===== src/rtl/regfile_writeback_seq_if.sv =====
// ============================================================================
// regfile_writeback_seq_if : request, load-data and register-file write bus
//                            of the writeback sequencer.
// Rev 1.0
// Optional: REGFILE_WB_BASE_WRITEBACK_EN adds req_wb / req_rn / req_base.
// ============================================================================
`default_nettype none

interface regfile_writeback_seq_if #(
  parameter int WORD_SIZE  = 32,
  parameter int NUM_REGS   = 16,
  parameter int ADDR_WIDTH = 4
);
  logic                  req_valid;
  logic                  req_ready;
  logic                  req_multi;
  logic [ADDR_WIDTH-1:0] req_rd;
  logic [WORD_SIZE-1:0]  req_data;
  logic [NUM_REGS-1:0]   req_reglist;
  logic                  req_set_flags;
  logic [WORD_SIZE-1:0]  req_flags;
`ifdef REGFILE_WB_BASE_WRITEBACK_EN
  logic                  req_wb;
  logic [ADDR_WIDTH-1:0] req_rn;
  logic [WORD_SIZE-1:0]  req_base;
`endif
  logic                  mem_valid;
  logic                  mem_ready;
  logic [WORD_SIZE-1:0]  mem_data;
  logic                  rd_we;
  logic [WORD_SIZE-1:0]  rd_in;
  logic [ADDR_WIDTH-1:0] write_rd;
  logic                  pc_we;
  logic [WORD_SIZE-1:0]  pc_in;
  logic                  cpsr_we;
  logic [WORD_SIZE-1:0]  cpsr_in;
  logic                  busy;

  // Upstream side: issues requests and load beats, observes register writes.
  modport master (
    output req_valid, req_multi, req_rd, req_data, req_reglist, req_set_flags, req_flags,
`ifdef REGFILE_WB_BASE_WRITEBACK_EN
    output req_wb, req_rn, req_base,
`endif
    output mem_valid, mem_data,
    input  req_ready, mem_ready, rd_we, rd_in, write_rd, pc_we, pc_in, cpsr_we, cpsr_in, busy
  );

  // Sequencer side.
  modport slave (
    input  req_valid, req_multi, req_rd, req_data, req_reglist, req_set_flags, req_flags,
`ifdef REGFILE_WB_BASE_WRITEBACK_EN
    input  req_wb, req_rn, req_base,
`endif
    input  mem_valid, mem_data,
    output req_ready, mem_ready, rd_we, rd_in, write_rd, pc_we, pc_in, cpsr_we, cpsr_in, busy
  );
endinterface

`default_nettype wire


===== src/rtl/regfile_writeback_seq.sv =====
// ============================================================================
// regfile_writeback_seq : serializes single and load-multiple writebacks into
//                         one register-file write per cycle, r15 -> PC port.
// Rev 1.0
// Optional: REGFILE_WB_BASE_WRITEBACK_EN enables base-register writeback.
// ============================================================================
`default_nettype none

module regfile_writeback_seq #(
  parameter int WORD_SIZE  = 32,
  parameter int NUM_REGS   = 16,
  parameter int ADDR_WIDTH = 4
) (
  input  wire logic               clk,
  input  wire logic               reset,
  input  wire logic               abort,
  regfile_writeback_seq_if.slave  bus
);

  localparam logic [ADDR_WIDTH-1:0] c_PC_IDX = ADDR_WIDTH'(15);

`ifdef REGFILE_WB_BASE_WRITEBACK_EN
  typedef enum logic [1:0] {S_IDLE = 2'd0, S_BURST = 2'd1, S_BASE_WB = 2'd2} state_t;
`else
  typedef enum logic [1:0] {S_IDLE = 2'd0, S_BURST = 2'd1} state_t;
`endif

  state_t                state_q, state_d;
  logic [NUM_REGS-1:0]   mask_q, mask_d;

  logic                  rd_we_q, rd_we_d;
  logic [WORD_SIZE-1:0]  rd_in_q, rd_in_d;
  logic [ADDR_WIDTH-1:0] write_rd_q, write_rd_d;
  logic                  pc_we_q, pc_we_d;
  logic [WORD_SIZE-1:0]  pc_in_q, pc_in_d;
  logic                  cpsr_we_q, cpsr_we_d;
  logic [WORD_SIZE-1:0]  cpsr_in_q, cpsr_in_d;

  logic                  w_req_fire;
  logic                  w_beat_fire;
  logic [ADDR_WIDTH-1:0] w_low_idx;
  logic                  w_wr_en;
  logic [ADDR_WIDTH-1:0] w_wr_addr;
  logic [WORD_SIZE-1:0]  w_wr_data;

  assign bus.req_ready = (state_q == S_IDLE) && !abort;
  assign bus.mem_ready = (state_q == S_BURST) && !abort;
  assign bus.busy      = (state_q != S_IDLE);

  assign w_req_fire  = bus.req_valid && bus.req_ready;
  assign w_beat_fire = bus.mem_valid && bus.mem_ready;

  assign bus.rd_we    = rd_we_q;
  assign bus.rd_in    = rd_in_q;
  assign bus.write_rd = write_rd_q;
  assign bus.pc_we    = pc_we_q;
  assign bus.pc_in    = pc_in_q;
  assign bus.cpsr_we  = cpsr_we_q;
  assign bus.cpsr_in  = cpsr_in_q;

  // Lowest pending register: beats arrive in ascending register order.
  always_comb begin
    w_low_idx = '0;
    for (int i = NUM_REGS - 1; i >= 0; i--) begin
      if (mask_q[i]) w_low_idx = ADDR_WIDTH'(i);
    end
  end

`ifdef REGFILE_WB_BASE_WRITEBACK_EN
  logic                  wb_en_q;
  logic [ADDR_WIDTH-1:0] rn_q;
  logic [WORD_SIZE-1:0]  base_q;
  logic [ADDR_WIDTH:0]   w_pop;

  always_comb begin
    w_pop = '0;
    for (int i = 0; i < NUM_REGS; i++) begin
      w_pop = w_pop + {{ADDR_WIDTH{1'b0}}, bus.req_reglist[i]};
    end
  end

  // Final base value is precomputed at accept so BASE_WB only replays it.
  always_ff @(posedge clk or posedge reset) begin
    if (reset) begin
      wb_en_q <= 1'b0;
      rn_q    <= '0;
      base_q  <= '0;
    end else if (w_req_fire && bus.req_multi) begin
      wb_en_q <= bus.req_wb && !bus.req_reglist[bus.req_rn];
      rn_q    <= bus.req_rn;
      base_q  <= bus.req_base + (WORD_SIZE'(w_pop) << 2);
    end
  end
`endif

  always_comb begin
    state_d    = state_q;
    mask_d     = mask_q;
    w_wr_en    = 1'b0;
    w_wr_addr  = '0;
    w_wr_data  = '0;
    cpsr_we_d  = 1'b0;
    cpsr_in_d  = '0;
    rd_we_d    = 1'b0;
    rd_in_d    = '0;
    write_rd_d = '0;
    pc_we_d    = 1'b0;
    pc_in_d    = '0;

    case (state_q)
      S_IDLE: begin
        if (w_req_fire) begin
          if (!bus.req_multi) begin
            w_wr_en   = 1'b1;
            w_wr_addr = bus.req_rd;
            w_wr_data = bus.req_data;
            if (bus.req_set_flags) begin
              cpsr_we_d = 1'b1;
              cpsr_in_d = bus.req_flags;
            end
          end else if (bus.req_reglist != '0) begin
            mask_d  = bus.req_reglist;
            state_d = S_BURST;
          end
        end
      end
      S_BURST: begin
        if (w_beat_fire) begin
          w_wr_en   = 1'b1;
          w_wr_addr = w_low_idx;
          w_wr_data = bus.mem_data;
          mask_d    = mask_q & (mask_q - NUM_REGS'(1));
          if (mask_d == '0) begin
`ifdef REGFILE_WB_BASE_WRITEBACK_EN
            state_d = wb_en_q ? S_BASE_WB : S_IDLE;
`else
            state_d = S_IDLE;
`endif
          end
        end
      end
`ifdef REGFILE_WB_BASE_WRITEBACK_EN
      S_BASE_WB: begin
        w_wr_en   = 1'b1;
        w_wr_addr = rn_q;
        w_wr_data = base_q;
        state_d   = S_IDLE;
      end
`endif
      default: state_d = S_IDLE;
    endcase

    // Abort only drops work not yet registered; a base write is cancelled too.
    if (abort) begin
      state_d   = S_IDLE;
      mask_d    = '0;
      w_wr_en   = 1'b0;
      cpsr_we_d = 1'b0;
      cpsr_in_d = '0;
    end

    if (w_wr_en) begin
      if (w_wr_addr == c_PC_IDX) begin
        pc_we_d = 1'b1;
        pc_in_d = w_wr_data;
      end else begin
        rd_we_d    = 1'b1;
        write_rd_d = w_wr_addr;
        rd_in_d    = w_wr_data;
      end
    end
  end

  always_ff @(posedge clk or posedge reset) begin
    if (reset) begin
      state_q    <= S_IDLE;
      mask_q     <= '0;
      rd_we_q    <= 1'b0;
      rd_in_q    <= '0;
      write_rd_q <= '0;
      pc_we_q    <= 1'b0;
      pc_in_q    <= '0;
      cpsr_we_q  <= 1'b0;
      cpsr_in_q  <= '0;
    end else begin
      state_q    <= state_d;
      mask_q     <= mask_d;
      rd_we_q    <= rd_we_d;
      rd_in_q    <= rd_in_d;
      write_rd_q <= write_rd_d;
      pc_we_q    <= pc_we_d;
      pc_in_q    <= pc_in_d;
      cpsr_we_q  <= cpsr_we_d;
      cpsr_in_q  <= cpsr_in_d;
    end
  end

endmodule

`default_nettype wire


===== src/flat_wrapper.sv =====
// flat-port wrapper written by rule: the top's interface ports become plain ports
module regfile_writeback_seq_flat 
#(
  parameter int WORD_SIZE  = 32,
  parameter int NUM_REGS   = 16,
  parameter int ADDR_WIDTH = 4
)
  (clk, reset, abort, bus_req_valid, bus_req_multi, bus_req_rd, bus_req_data, bus_req_reglist, bus_req_set_flags, bus_req_flags, bus_mem_valid, bus_mem_data, bus_req_ready, bus_mem_ready, bus_rd_we, bus_rd_in, bus_write_rd, bus_pc_we, bus_pc_in, bus_cpsr_we, bus_cpsr_in, bus_busy);
  regfile_writeback_seq_if #(.WORD_SIZE(WORD_SIZE), .NUM_REGS(NUM_REGS), .ADDR_WIDTH(ADDR_WIDTH)) bus_i ();
  input  wire logic clk;
  input  wire logic reset;
  input  wire logic abort;
  input wire logic [$bits(bus_i.req_valid)-1:0] bus_req_valid;
  input wire logic [$bits(bus_i.req_multi)-1:0] bus_req_multi;
  input wire logic [$bits(bus_i.req_rd)-1:0] bus_req_rd;
  input wire logic [$bits(bus_i.req_data)-1:0] bus_req_data;
  input wire logic [$bits(bus_i.req_reglist)-1:0] bus_req_reglist;
  input wire logic [$bits(bus_i.req_set_flags)-1:0] bus_req_set_flags;
  input wire logic [$bits(bus_i.req_flags)-1:0] bus_req_flags;
  input wire logic [$bits(bus_i.mem_valid)-1:0] bus_mem_valid;
  input wire logic [$bits(bus_i.mem_data)-1:0] bus_mem_data;
  output wire logic [$bits(bus_i.req_ready)-1:0] bus_req_ready;
  output wire logic [$bits(bus_i.mem_ready)-1:0] bus_mem_ready;
  output wire logic [$bits(bus_i.rd_we)-1:0] bus_rd_we;
  output wire logic [$bits(bus_i.rd_in)-1:0] bus_rd_in;
  output wire logic [$bits(bus_i.write_rd)-1:0] bus_write_rd;
  output wire logic [$bits(bus_i.pc_we)-1:0] bus_pc_we;
  output wire logic [$bits(bus_i.pc_in)-1:0] bus_pc_in;
  output wire logic [$bits(bus_i.cpsr_we)-1:0] bus_cpsr_we;
  output wire logic [$bits(bus_i.cpsr_in)-1:0] bus_cpsr_in;
  output wire logic [$bits(bus_i.busy)-1:0] bus_busy;
  assign bus_i.req_valid = bus_req_valid;
  assign bus_i.req_multi = bus_req_multi;
  assign bus_i.req_rd = bus_req_rd;
  assign bus_i.req_data = bus_req_data;
  assign bus_i.req_reglist = bus_req_reglist;
  assign bus_i.req_set_flags = bus_req_set_flags;
  assign bus_i.req_flags = bus_req_flags;
  assign bus_i.mem_valid = bus_mem_valid;
  assign bus_i.mem_data = bus_mem_data;
  assign bus_req_ready = bus_i.req_ready;
  assign bus_mem_ready = bus_i.mem_ready;
  assign bus_rd_we = bus_i.rd_we;
  assign bus_rd_in = bus_i.rd_in;
  assign bus_write_rd = bus_i.write_rd;
  assign bus_pc_we = bus_i.pc_we;
  assign bus_pc_in = bus_i.pc_in;
  assign bus_cpsr_we = bus_i.cpsr_we;
  assign bus_cpsr_in = bus_i.cpsr_in;
  assign bus_busy = bus_i.busy;
  regfile_writeback_seq #(.WORD_SIZE(WORD_SIZE), .NUM_REGS(NUM_REGS), .ADDR_WIDTH(ADDR_WIDTH)) u_core (.clk(clk), .reset(reset), .abort(abort), .bus(bus_i));
endmodule

===== config.mk =====
export PLATFORM = sky130hd
export DESIGN_NAME = regfile_writeback_seq_flat
export DESIGN_NICKNAME = d
export VERILOG_FILES = /design/src/rtl/regfile_writeback_seq_if.sv /design/src/rtl/regfile_writeback_seq.sv /design/src/flat_wrapper.sv
export SDC_FILE = /design/constraint.sdc
export NUM_CORES = 1
export LEC_CHECK = 0
export ABC_AREA = 1
export CORE_ASPECT_RATIO = 1.5
export CORE_MARGIN = 3
export CORE_UTILIZATION = 25
export CTS_CLUSTER_SIZE = 14
export DETAILED_ROUTE_END_ITERATION = 12
export HOLD_SLACK_MARGIN = 0.05
export MAX_ROUTING_LAYER = met4
export SLEW_MARGIN = 30
export SYNTH_ARGS = -nofsm -noshare
export SYNTH_HDL_FRONTEND = slang
export SYNTH_SLANG_ARGS = --single-unit

===== constraint.sdc =====
create_clock -name clk -period 8.42 [get_ports clk]
set_clock_uncertainty 0.05 [all_clocks]
set_input_delay 1.684 -clock clk [delete_from_list [all_inputs] [get_ports clk]]
set_output_delay 1.684 -clock clk [all_outputs]
set_load 0.1 [all_outputs]

==> impl_metrics.tcl, run 1 <==
set metrics [dict create \
    hold_buffers 0 \
    synthTopCellsByCount "inv_1, dfrtp_1, nand2_1" \
    first_pass_iters 4 \
    period_share_pct 66.3 \
    synth_area_mm2 0.00499 \
    vias_per_cell 4.11 \
    cts-root-buf "clkbuf_16" \
    synthFlopType "dfrtp_1" \
    die_w_um 121 \
    place_hpwl_mm 11.0 \
    drt_wl_total_mm 14.6 \
    diodes 0 \
    r2r-end "u_core.bus.rd_in[23]" \
    yosysSeqAreaShare_pct 60.2 \
    rsz0062_at_grt "false" \
    clock_path_buffers 2 \
    worstSetupPathType "in -> out" \
    min_period_ns 5.58 \
    arrival_ns 3.85 \
    start_kind "input pin" \
    antenna_found_initial 0 \
    ys_ff_latch 120 \
    path_clk_slew_ns 0.06 \
    numCtsBuffers 17 \
    synth_top_area_share_pct 60.2 \
    syn_nets 677 \
    core_area_mm2 0.0194 \
    r2r_cells 12 \
    dieArea_mm2 0.0217 \
    worstPathMaxFanout 18 \
    fin_tns_setup_ns 0 \
    clkSinkCount 120 \
    drtAntennaViolNets 0 \
    cts-resized-gates 0 \
    hold_viol 0 \
    startpoint "abort" \
    io_buffer_count 228 \
    drc_errors 0 \
    power.density_mw_per_mm2 255 \
    routedWlPerCell_um 13.9 \
    end_kind "primary output" \
    die_h_um 179 \
    async_flop_share_pct 100 \
    initial_core_util_pct 25.7 \
    worstHoldPathCells 2 \
    vias 4329 \
    first_iter_violations 165 \
    synth_cells 554 \
    ios 229 \
    slew_headroom_pct 31.2 \
    maxCapViolations 0 \
    grt_pass1_wl_mm 22.2 \
    finish.utilization_pct 41.8 \
    nNetsFinal 908 \
    h-tree-depth 4 \
    clk_latency_ns 0.41 \
    tightest_slew_ns 1.03 \
    yosysWarnings 0 \
    p_leak_nw 4.18 \
    synth_cell_type_count 27 \
    critPathCapture "bus_req_ready" \
    yosysTopAreaCell "dfrtp_1" \
    place.gp.congestion 0.814 \
    grt_usage_pct 13.9 \
    synth_edf_count 0 \
    yosys.cell_count.top_type "inv_1" \
    setup_viol 0 \
    postCtsSetupRepairBufs 0 \
    status "complete, no violations" \
    areaGrowthSynthToFinish_pct 62.6 \
    cts_tree "yes" \
    netlist_top_cells_area "dfrtp_1, inv_1, nand2_1, nor2_1, a22oi_1" \
    fmax_ghz 0.179 \
    ir_worst_vdd_mv 0.124 \
    grt_max_degree 79 \
    grt_pass1_vias 4176 \
    rows 62 \
    drv_slew 0 \
    rrSetupSlack_ns 5.28 \
    synth.avg_cell_area_um2 9.01 \
    overflow 0 \
    drive_above_1_share_pct 8.02 \
    r2r_start "u_core.state_q[0]" \
    hold_path_class "reg -> reg" \
    power_w 0.00207 \
    crit_required_ns 6.69 \
]
[through the flow]
stage	instance area, um2	std cells	hold WS, ns	setup WS [ns]
after floorplan	4990	554	0.491	3.50
after global placement	7530	1021	0.522	2.87
after detailed placement	7520	1021	0.528	2.84
after CTS	8100	1053	0.537	2.84
after global routing	8110	1054	0.581	2.73
final	8110	1054	0.539	2.84
[flip-flops by register name, summed over array words and instances, names as in the netlist]
register / cells
u_core.bus.write_rd: 4
u_core.state_q: 1
u_core.bus.pc_we: 1
u_core.bus.rd_we: 1
u_core.bus.pc_in: 32
u_core.mask_q: 16
u_core.bus.cpsr_we: 1
u_core.bus.rd_in: 32
u_core.bus.cpsr_in: 32
[layer usage]
| metal | global-route usage [%] | share of wire, % | vias to the layer above |
|---|---|---|---|
| met1 | 14.1 | 37 | 1997 |
| met2 | 24.8 | 53 | 163 |
| li1 | - | - | 2153 |
| met4 | 4.63 | 1.8 | 0 |
| met5 | - | 0 | - |
| met3 | 4.73 | 8.2 | 16 |
[cells in the final DEF, fill, tap and decap left out, types with 4 or more instances in the layout]
master	netlist	final
a21oi_1	9	9
a22oi_1	36	36
buf_2	1	4
clkbuf_16	0	17
clkdlybuf4s50_1	0	224
dfrtp_1	120	120
inv_1	123	122
inv_2	5	5
inv_6	0	6
nand2_1	101	100
nand2_2	3	4
nand3_1	8	8
nor2_1	76	76
nor2_4	10	10
nor4_1	5	5
o21ai_0	22	22
[worst min path at each step]
stage / endpoint / slack, ns / startpoint
6_report: u_core.mask_q[3] / 0.54 / u_core.mask_q[3]
5_1_grt: u_core.mask_q[8] / 0.58 / u_core.mask_q[8]
2_1_floorplan: u_core.mask_q[8] / 0.49 / u_core.mask_q[8]
3_5_place_dp: u_core.mask_q[8] / 0.53 / u_core.mask_q[8]
4_1_cts: u_core.mask_q[8] / 0.54 / u_core.mask_q[8]
3_3_place_gp: u_core.mask_q[8] / 0.52 / u_core.mask_q[8]
[cell families (layout without fill, tap and decap cells)]
group / after synthesis / count (layout) / synth area share [%]
AND/OR/NAND/NOR: 214 / 214 / 19.1
flip-flops: 120 / 120 / 60.2
buffers and inverters: 147 / 391 / 11.5
AO/OA/AOI/OAI: 73 / 73 / 9.28
[power by group]
group          leakage (nW)  internal (W)  total (W)  switching [W]
clock network         0.278      0.000418   0.000710       0.000292
logic                  2.26      0.000194   0.000686       0.000491
registers              1.64      0.000635   0.000672      0.0000365
[critical path, cell delays in order]
cell	delay [ns]
clkdlybuf4s50_1	0.57
nor2_4	0.38
clkdlybuf4s50_1	1.21
[final cells by class]
type                            instances  area, um2
Clock inverter                         15        156
Multi-Input combinational cell        287       1430
Fill cell                            1916      11300
Timing Repair Buffer                  231       2300
Clock buffer                           17        425
Tap cell                              256        320
Inverter                              128        483
Sequential cell                       120       3000
No activity file was read; power rests on OpenSTA's default activity.
==> inputs of run 2 (changes only) <==
Clock period 8.42 ns to 4.6 ns, I/O delays scaled along.
==> run 2 against run 1 <==
  * First-iteration DRC count rose by 15%
  * Sequential power rose by 83%
  * Sequential share of layout area is essentially flat
  * Total power increased by 81%
  * Combinational power grew 84%
  * Final cell count rose by 0.19%
  * Routed wire length up 0.84%
  * Die area is the same
  * Clock-buffer cell count up 1
  * Critical path depth grew 9
  * Largest power group is now combinational cells
==> impl_metrics.tcl, run 2 (synthesis results as in run 1) <==
set metrics [dict create \
    status "complete, no violations" \
    crit_required_ns 4.85 \
    overflow 0 \
    dp.cells 1024 \
    maxCapViolations 0 \
    end_kind "register" \
    final_common_cell "clkdlybuf4s50_1" \
    clock_path_buffers 2 \
    drt-met1-wl_mm 5.36 \
    rsz0062_at_grt "false" \
    min_period_ns 3.36 \
    grt_pass1_vias 4191 \
    first_iter_violations 189 \
    dieArea_mm2 0.0217 \
    hold_buffers 0 \
    vias_per_cell 4.05 \
    drive_above_1_share_pct 8.63 \
    initial_core_util_pct 25.7 \
    clk_latency_ns 0.41 \
    start_kind "input pin" \
    multi_input_area_mm2 0.00143 \
    tightest_slew_ns 1.03 \
    postCtsSetupRepairBufs 0 \
    numCtsBuffers 17 \
    drt_wl_total_mm 14.7 \
    arrival_ns 3.61 \
    pre_cts_slack_ns 0.740 \
    drtAntennaViolNets 0 \
    grt_pass1_wl_mm 22.3 \
    power.density_mw_per_mm2 461 \
    slew_headroom_pct 31.1 \
    fillers 1940 \
    ios 229 \
    areaGrowthSynthToFinish_pct 62.5 \
    grt_usage_pct 13.9 \
    die_h_um 179 \
    drv_slew 0 \
    first_pass_iters 4 \
    register_area_mm2 0.00300 \
    nNetsFinal 910 \
    cts_tree "yes" \
    p_clk_share_pct 33.4 \
    power_w 0.00374 \
    p_int_w 0.00228 \
    swShare_pct 39.1 \
    cts-resized-gates 0 \
    cts-root-buf "clkbuf_16" \
    hold_path_class "reg -> reg" \
    antenna_found_initial 0 \
    path_clk_slew_ns 0.05 \
    rows 62 \
    met3_length_mm 1.12 \
    setup_viol 0 \
    layout_common_cells "clkdlybuf4s50_1, inv_1, dfrtp_1" \
    h-tree-depth 4 \
    io_buffer_count 228 \
    ir_worst_vdd_mv 0.337 \
    routedWlPerCell_um 14.0 \
    seq_power_share_pct 32.8 \
    fmax_ghz 0.297 \
    clkSinkCount 120 \
    final_cells 1056 \
    die_w_um 121 \
    fin_tns_setup_ns 0 \
    place.gp.congestion 0.818 \
    diodes 0 \
    drc_errors 0 \
    hold_viol 0 \
    p_switching_w 0.00146 \
    comb_power_share_pct 33.8 \
    period_share_pct 73.1 \
    p_leak_nw 4.20 \
    core_area_mm2 0.0194 \
    fin_ws_ns 1.24 \
    dr_wl_met2_mm 8.04 \
    worstPathMaxFanout 46 \
    place_hpwl_mm 11.2 \
    worstSetupPathType "in -> reg" \
    grt_max_degree 65 \
    highest-signal-layer "met4" \
    vias 4274 \
]
==> run 2: changes by cell type in the layout (fill, tap and decap cells not counted) <==
cell and change:
buf_4 +4, clkinv_2 +4, inv_6 -4, clkdlybuf4s50_1 -3, inv_8 -3, clkinv_4 +2
buf_12 +1, buf_2 +1, buf_6 -1, clkbuf_8 +1
==> run 2: cell type report <==
cell class / count / share of cell area [%]
clock inverter: 14 / 1.54
clock buffer: 18 / 5.41
multi-input combinational: 287 / 17.6
sequential: 120 / 37.0
timing repair buffer: 233 / 28.5
tap: 256 / 3.95
inverter: 128 / 5.95
==> run 2: layer usage <==
layer / GRT usage (%) / vias to the layer above
li1: - / 2156
met1: 14.2 / 1936
met2: 25.2 / 164
met3: 4.17 / 18
met4: 4.91 / 0
met5: - / -
==> run 2: path summary, 6_finish.rpt <==
check	slack, ns	to	from	cells after the start
max	1.24	u_core.bus.rd_in[26]	abort	12
min reg2reg	0.53	u_core.mask_q[8]	u_core.mask_q[8]	2
max reg2reg	1.89	u_core.bus.rd_in[26]	u_core.state_q[0]	11
max in group asynchronous	2.73	u_core.bus.pc_in[11]	reset	3
min	0.53	u_core.mask_q[8]	u_core.mask_q[8]	2
min in group asynchronous	0.95	u_core.bus.cpsr_in[27]	reset	2
==> run 2: power by group through the flow <==
stage | registers (W) | clock network [W] | logic [W]
floorplan | 0.00163 | 0 | 0.000503
global placement | 0.00124 | 0 | 0.00127
detailed placement | 0.00125 | 0 | 0.00127
CTS | 0.00123 | 0.00129 | 0.00128
global route | 0.00124 | 0.00135 | 0.00138
finish | 0.00123 | 0.00125 | 0.00126
==> run 2: critical path, cell delays in order <==
cell and delay [ns]:
clkdlybuf4s50_1 0.57, nor2_4 0.37, nand2_2 0.12, nor2_4 0.40, nand2_1 0.09, o31ai_1 0.11, nand2_1 0.11, nor2_2 0.18
nand3_4 0.28, buf_12 0.30, nand2_1 0.09, inv_1 0.04
==> run 2: metrics by stage <==
step | instance area [um2] | hold slack [ns] | utilization (%)
after floorplan | 4990 | 0.491 | -
after global placement | 7570 | 0.518 | 39.0
after detailed placement | 7560 | 0.518 | 39.0
after CTS | 8120 | 0.530 | 41.9
after global routing | 8110 | 0.562 | 41.8
final | 8110 | 0.530 | 41.8
